===== config.mk =====
export PLATFORM = sky130hd
export DESIGN_NAME = csi2_pattern_gen
export DESIGN_NICKNAME = d
export VERILOG_FILES = /design/src/rtl/csi2_chk_pkg.sv /design/src/rtl/csi2_pattern_gen.sv
export SDC_FILE = /design/constraint.sdc
export NUM_CORES = 1
export LEC_CHECK = 0
export BUFFER_PORTS_ARGS = -buffer_cell sky130_fd_sc_hd__buf_4
export CORE_MARGIN = 3
export CORE_UTILIZATION = 58
export CTS_CLUSTER_DIAMETER = 150
export DETAILED_ROUTE_END_ITERATION = 10
export PLACE_DENSITY = 0.83
export RECOVER_POWER = 100
export SLEW_MARGIN = 20
export SYNTH_ARGS = -nofsm -noshare
export SYNTH_HDL_FRONTEND = slang
export SYNTH_SLANG_ARGS = --single-unit

===== constraint.sdc =====
create_clock -name clk_i -period 8.4 [get_ports clk_i]
set_input_delay 0.42 -clock clk_i [delete_from_list [all_inputs] [get_ports clk_i]]
set_output_delay 0.42 -clock clk_i [all_outputs]
set_load 0.005 [all_outputs]

===== src/rtl/csi2_chk_pkg.sv =====
// Shared types and the reference test pattern for the CSI-2 RX frame checker.
package csi2_chk_pkg;

    typedef enum logic [0:0] {ST_IDLE, ST_ACTIVE} chk_state_t;

    localparam int BYTES_PER_BEAT = 4;

    // Byte k of beat w on line L carries (L + 4*w + k) mod 256.
    function automatic logic [31:0] exp_word(input logic [7:0] line,
                                             input logic [7:0] word);
        logic [7:0]  base;
        logic [31:0] w;
        base = line + (word << 2);
        w    = '0;
        for (int k = 0; k < BYTES_PER_BEAT; k++)
            w[8*k +: 8] = base + 8'(k);
        return w;
    endfunction

endpackage


===== src/rtl/csi2_pattern_gen.sv =====
// Registered expected-word generator; holds the pattern for the next beat
// so the checker compares without adding latency.
module csi2_pattern_gen
    import csi2_chk_pkg::*;
(
    input  logic        clk_i,
    input  logic        rst_i,
    input  logic        clr_i,
    input  logic        adv_i,
    input  logic        last_i,
    output logic [31:0] exp_o
);

    logic [7:0]  line_q, line_d;
    logic [7:0]  word_q, word_d;
    logic [31:0] exp_q;

    always_comb begin
        line_d = line_q;
        word_d = word_q;
        if (clr_i) begin
            line_d = '0;
            word_d = '0;
        end else if (adv_i) begin
            if (last_i) begin
                line_d = line_q + 8'd1;
                word_d = '0;
            end else begin
                word_d = word_q + 8'd1;
            end
        end
    end

    always_ff @(posedge clk_i or posedge rst_i) begin
        if (rst_i) begin
            line_q <= '0;
            word_q <= '0;
            exp_q  <= exp_word(8'd0, 8'd0);
        end else begin
            line_q <= line_d;
            word_q <= word_d;
            exp_q  <= exp_word(line_d, word_d);
        end
    end

    assign exp_o = exp_q;

endmodule


# Word level (Yosys, flattened, before mapping)
# Cells that the tools add are included.
word_totals:
  regBits: 48
  output_inout_bits: 32
  input_bits: 5
op_classes:
  reduce_logical: 1
  n_addsub: 6
  n_mux: 6
ops:
  columns: ["op", "count"]
  rows:
  - ["$mux W8", 6]
  - ["$add A8 B1 Y8 const B", 3]
  - ["$add A8 B2 Y8 const B", 2]
  - ["$add A8 B8 Y8", 1]
  - ["$reduce_bool A2 Y1", 1]

# Depth between registers and ports, before layout
# Gate-level depths: netlist of the first run.
depth:
  depth_word: 6
  mapped_depth: 12
  ltp_nobuf: 11

# Worst setup path after synthesis of the first run
# No wires, ideal clock.
synth_path:
  kind: "flip-flop to flip-flop"
  startpoint: "register, netlist name exp_o[16]"
  endpoint: "register exp_q[15], in the netlist exp_o[15]"
  path_stages_with_launch: 12
  arrival_time_ps: 2777
  period_less_slack_ps: 2900
  required_ps: 8277
  n_path_buf: 0
  setup_ps: 123
  path_slack_ps: 5500
  path_cell_list: "dfrtp_1 ha_1 nand3_1 xor2_1 nor2_1 ha_1 fa_1 xor2_1 nand2_1 nor3_1 nand4_1 xnor2_1"
synth_lines:
  columns: ["item", "line_no", "rtl"]
  rows:
  - ["end signal: assignment", "csi2_pattern_gen.sv:38", "exp_q <= exp_word(8'd0, 8'd0);"]
  - ["end signal: assignment", "csi2_pattern_gen.sv:42", "exp_q <= exp_word(line_d, word_d);"]
  - ["end: declaration", "csi2_pattern_gen.sv:16", "logic [31:0] exp_q;"]

==> results of run 1 <==
[area by class of cell]
cell class | count | area [sq um] | area share [%]
clock inverter | 2 | 12.51 | 0.5531
inverter | 6 | 22.52 | 0.9956
clock buffer | 6 | 51.30 | 2.268
timing repair buffer | 37 | 274.0 | 12.11
sequential | 42 | 1055 | 46.63
multi-input combinational | 110 | 792.0 | 35.01
tap | 44 | 55.05 | 2.434
[synth_stat cells, drive strengths merged (3+ instances only)]
cell type  instances
a21o               3
a21oi              9
buf                5
dfrtp             39
dfstp              3
ha                12
inv                6
nand2             13
nand3              7
nand3b             3
nand4              5
nor2              11
o21ai              4
or3                3
xnor2             13
xor2              12
[per-stage QoR]
step	instance area (sq um)	cells	worst slack [ns]	util, %	total power, mW
5_1_grt	2262	247	4.589	72.32	0.3524
2_1_floorplan	1938	165	5.500	-	0.2273
4_1_cts	2286	247	5.006	73.08	0.3418
3_5_place_dp	2222	239	5.075	71.04	0.2388
6_report	2262	247	4.972	72.32	0.3370
3_3_place_gp	2222	239	5.248	71.04	0.2378
[worst paths after layout]
path | startpoint | end | slack, ns | depth (start not counted)
min in group asynchronous | rst_i | exp_o[16]$_DFF_PP0_ | 0.83 | 3
worst min-delay path | clr_i | word_q[0]$_DFF_PP0_ | 0.35 | 2
max in group asynchronous | rst_i | word_q[2]$_DFF_PP0_ | 6.37 | 3
worst max register to register | exp_o[16]$_DFF_PP0_ | exp_o[23]$_DFF_PP0_ | 4.97 | 11
worst max-delay path | exp_o[16]$_DFF_PP0_ | exp_o[23]$_DFF_PP0_ | 4.97 | 11
worst min register to register | word_q[5]$_DFF_PP0_ | word_q[5]$_DFF_PP0_ | 0.60 | 2
[sequential cells by signal (all words and copies together), names as in the netlist]
name,count
exp_o,30
line_q,6
word_q,6
[power groups by stage]
stage	Combinational (mW)	Sequential (mW)	Clock (mW)
final	0.0240	0.209	0.104
after global routing	0.0273	0.210	0.115
after global placement	0.0247	0.213	0
after CTS	0.0255	0.210	0.107
after floorplan	0.0139	0.213	0
after detailed placement	0.0255	0.213	0
[critical path: cells and delay by family (launching register included)]
family	cells	cell delay (ns)
and+or+nand+nor	5	1.06
adders and majority gates	3	0.88
xor gates and xnor gates	3	0.93
DFF	1	0.45
[metal layers]
| layer | share of wire (%) | GRT usage, % | vias up |
|---|---|---|---|
| li1 | - | - | 624 |
| met1 | 46 | 26.93 | 619 |
| met2 | 48 | 30.06 | 36 |
| met3 | 5.3 | 4.394 | 5 |
| met4 | 1.4 | 7.817 | 0 |
| met5 | 0 | 0 | - |
[kinds of logic (layout without fill, tap and decap cells)]
logic type	after synthesis	in the layout	share of synthesized area [%]
flops	42	42	54.42
mux	1	1	0.5810
buf+inv	13	51	3.680
xor+xnor	26	26	12.52
fa+ha+maj	13	13	8.780
compound gates	20	20	6.391
simple gates	50	50	13.62
==> results.yml, run 1 <==
status:
  outcome: "finished, violations left"
  violations: "max-capacitance violations, max-slew violations"
timing:
  slew_violations: 43
  holdWs_ns: 0.3542
  worstMarginPinSlew_ns: 2.118
  slew_headroom_pct: -41.21
  setup_tns_ns: 0
  rsz0062_at_grt: "no"
  fin_skew_ns: 0.006612
  setup_viol: 0
  finalCriticalPeriod_ns: 3.428
  hold_violations: 0
  min_period_over_period_pct: 40.81
  max_freq_mhz: 291.7
logic_synthesis:
  async_flop_share_pct: 100.0
  postSynthCellCount: 165
  syn_nets: 183
  synth-seq-cells: 42
  syn_area_sq_um: 1938
  synth_enable_flop_cells: 0
  yosysTopAreaCellShare_pct: 50.36
  syn_avg_cell_area_sq_um: 11.75
  synth_ff_type: "dfrtp_1"
  synth_largest_area_cell: "dfrtp_1"
  yosysSeqAreaShare_pct: 54.42
  synthTopCellsByArea: "dfrtp_1 50%, ha_1 7.7%, xnor2_1 5.9%"
  synth_cell_types: 32
  synth_warnings: 0
clocking:
  cts_htree_levels: 2
  cts_buffers: 5
  clkLatencyLatePin_ns: 0.35
  cts.sink_count: 42
  cts_root_buf: "clkbuf_4"
  cts_setup_buffers: 0
  hold_buffers: 0
  cts_tree: "done"
  cts.reportedPaths.clkPinSlew_ns: 0.12
  cts_resized: 0
  clockBufferDepth: 2
detailed_routing:
  first_iter_violations: 47
  drc: 0
  first_pass_iters: 4
  drt-wirelength-per-cell_um: 14.18
  drt_wl_total_mm: 3.503
  postRouteAntennaNets: 0
  vias_per_cell: 5.198
  vias: 1284
worst_setup_path:
  path_max_fanout: 8
  slowest_delay_ns: 0.58
  end_kind: "register"
  cp_slowest_cell: "xor2_1"
  worstSetupPathType: "reg -> reg"
  cp-start-kind: "register"
  path_cells: "ha_1 -> nand3_1 -> xor2_1 -> nor2_1 -> ha_1 -> fa_1 -> xor2_1 -> nand2_1 -> nor3_1 -> nand3_1 -> xnor2_1"
  crit_arrival_ns: 3.67
  crit_required_ns: 8.64
power:
  leakage_nw: 1.163
  internal_power_mw: 0.2575
  clockPowerShare_pct: 30.8
  pwr-share-seq_pct: 62.1
  p_per_area_nw_per_um2: 149.0
  switching_share_pct: 23.60
  p_sw_mw: 0.07954
  ir_drop_uv: 122.0
  p_comb_share_pct: 7.1
layout:
  syn_to_final_growth_pct: 16.72
  antenna_cells: 0
  nets: 220
  fillers: 240
  layout_commonest_cell: "dfrtp_1"
  drive_above_1_share_pct: 23.65
  layout_common_cells: "39 x dfrtp_1, 37 x clkbuf_4, 13 x nand2_1, 13 x xnor2_1"
floorplanning:
  die_height_um: 63.81
  fp.dieW_um: 63.81
  ios: 37
  fp.coreArea_sq_um: 3128
  start_util_pct: 61.96
  num_rows: 20
  dieArea_sq_um: 4071
global_routing:
  grt_pass1_vias: 1343
  antenna_found_initial: 0
  grt.overflow.total: 0
  grt_pass1_wl_mm: 6.141
  grt_max_degree: 43
  grt_use_total_pct: 19.54
placement:
  dpl.hpwl_mm: 2.576
  numPortBuffers: 36
  place_congestion: 0.7737
min_path:
  worst_hold_path_type: "in -> reg"
flow_run:
  drv_cap: 1
Note: power is estimated with default switching activity, not from simulation.
==> inputs of run 2 (changes only) <==
--- a/config.mk
+++ b/config.mk
@@ -7,10 +7,10 @@
 export LEC_CHECK = 0
 export BUFFER_PORTS_ARGS = -buffer_cell sky130_fd_sc_hd__buf_4
 export CORE_MARGIN = 3
-export CORE_UTILIZATION = 58
+export CORE_UTILIZATION = 49
 export CTS_CLUSTER_DIAMETER = 150
 export DETAILED_ROUTE_END_ITERATION = 10
-export PLACE_DENSITY = 0.83
+export PLACE_DENSITY = 0.75
 export RECOVER_POWER = 100
 export SLEW_MARGIN = 20
 export SYNTH_ARGS = -nofsm -noshare
==> constraint.sdc (replaced) <==
create_clock -name clk_i -period 2.8 [get_ports clk_i]
set_input_delay 0.14 -clock clk_i [delete_from_list [all_inputs] [get_ports clk_i]]
set_output_delay 0.14 -clock clk_i [all_outputs]
set_load 0.005 [all_outputs]
==> results.yml, run 2 (synthesis gave the netlist of run 1 again) <==
status:
  outcome: "completed"
power:
  p_sw_mw: 0.2512
  clockPowerShare_pct: 45.3
  leakage_nw: 1.254
  ir_drop_uv: 352.5
  finalPower_mw: 1.283
  p_comb_share_pct: 5.9
  pwr-share-seq_pct: 48.8
  p_per_area_nw_per_um2: 523.8
  switching_share_pct: 19.57
  internal_power_mw: 1.032
detailed_routing:
  drt-wirelength-per-cell_um: 14.84
  first_pass_iters: 6
  routed-wl-met2_mm: 2.052
  drt_wl_total_mm: 3.859
  wl_met3_um: 183
  dr.max_layer_used: "met4"
  drt-met1-wl_mm: 1.565
  first_iter_violations: 65
  vias_per_cell: 5.154
  vias: 1340
  drc: 0
  postRouteAntennaNets: 0
global_routing:
  grt_use_total_pct: 18.54
  grt_pass1_wl_mm: 6.279
  grt_pass1_vias: 1381
  grt.overflow.total: 0
  antenna_found_initial: 0
  grt_max_degree: 24
clocking:
  cts.sink_count: 42
  cts.reportedPaths.clkPinSlew_ns: 0.08
  cts_root_buf: "clkbuf_8"
  clkLatencyLatePin_ns: 0.29
  clockBufferDepth: 2
  cts_htree_levels: 2
  cts_buffers: 5
  cts_tree: "done"
layout:
  layout_commonest_cell: "dfrtp_1"
  antenna_cells: 0
  drive_above_1_share_pct: 28.30
  multi_input_area_sq_um: 852.1
  nets: 229
  fillers: 310
  syn_to_final_growth_pct: 26.40
  largest_reg_flops: 30
  layout_common_cells: "39 x dfrtp_1, 28 x clkbuf_4, 13 x nand2_1, 12 x ha_1, 11 x xor2_1"
  fin_cells: 260
  seqCellArea_sq_um: 1055
floorplanning:
  num_rows: 22
  die_height_um: 68.89
  fp.coreArea_sq_um: 3744
  dieArea_sq_um: 4746
  ios: 37
  start_util_pct: 51.77
  fp.dieW_um: 68.89
timing:
  worstMarginPinSlew_ns: 1.193
  setup_viol: 0
  setup_tns_ns: 0
  finalCriticalPeriod_ns: 2.678
  slew_headroom_pct: 20.49
  holdWs_ns: 0.1103
  hold_violations: 0
  min_period_over_period_pct: 95.63
  max_freq_mhz: 373.5
  timing.final.ws_setup_ns: 0.1223
  fin_skew_ns: 0.005243
  slew_violations: 0
placement:
  dpl.hpwl_mm: 2.802
  numPortBuffers: 36
  place_inst: 250
  dp_slack_ns: 0.04552
  place_congestion: 0.8056
worst_setup_path:
  cp-start-kind: "register"
  end_kind: "register"
  path_max_fanout: 4
  crit_arrival_ns: 2.86
  crit_required_ns: 2.98
  worstSetupPathType: "reg -> reg"
flow_run:
  drv_cap: 0
min_path:
  worst_hold_path_type: "in -> reg"
[run 2: changes by cell type in the layout (fill, tap and decap cells not counted), sizes merged]
cell	before	now
clkinvlp	1	0
bufinv	0	2
dlygate4sd3	0	1
clkbuf	39	42
clkinv	1	0
buf	4	9
[run 2: worst paths after layout]
kind | start | cells after the start | slack [ns] | endpoint
worst max register to register | exp_o[1]$_DFF_PP0_ | 10 | 0.12 | exp_o[23]$_DFF_PP0_
worst min-delay path | clr_i | 2 | 0.11 | line_q[4]$_DFF_PP0_
worst max-delay path | exp_o[1]$_DFF_PP0_ | 10 | 0.12 | exp_o[23]$_DFF_PP0_
min in group asynchronous | rst_i | 3 | 0.53 | exp_o[15]$_DFF_PP0_
worst min register to register | word_q[5]$_DFF_PP0_ | 2 | 0.59 | word_q[5]$_DFF_PP0_
max in group asynchronous | rst_i | 4 | 0.73 | exp_o[22]$_DFF_PP0_
[run 2: routing by layer]
layer	vias to the layer above	track usage (%)
met5	-	0
met4	0	6.569
met3	6	5.997
met2	34	31.43
met1	658	22.05
li1	642	-
[run 2: power groups by stage]
stage,clock network [mW],logic [mW],registers [mW]
final,0.581,0.0756,0.627
after detailed placement,0,0.0793,0.640
after global routing,0.613,0.0860,0.628
after global placement,0,0.0760,0.639
after floorplan,0,0.0416,0.640
after CTS,0.594,0.0804,0.628
[run 2: cell type report]
type	count	share of cell area, %
sequential	42	43.05
multi-input combinational	110	34.78
timing repair buffer	46	12.97
clock buffer	6	3.371
clock inverter	2	2.451
tap	48	2.451
inverter	6	0.9193
[run 2: repair_timing]
item | CTS | global route
endpoints found under the setup margin | 2 | 6
resized for setup | 2 | 10
pin swaps | 0 | 1
endpoints found under the hold margin | 19 | 0
buffers inserted | 0 | 1
hold buffers | 1 | 0
[run 2: stage by stage]
step,utilization (%),area (sq um)
after floorplan,-,1946
after global placement,61.10,2287
after detailed placement,61.10,2287
after CTS,65.47,2451
after global routing,65.44,2450
final,65.44,2450
[run 2: worst max-delay path, cell delays in order, from the launching register on]
cell and delay (ns):
dfrtp_1 0.39, and4_1 0.28, nand2_1 0.08, xor2_1 0.15, nor2_2 0.18, ha_1 0.28, a211oi_1 0.37, o21bai_1 0.13
a21oi_1 0.18, xnor3_2 0.36, xnor2_2 0.17
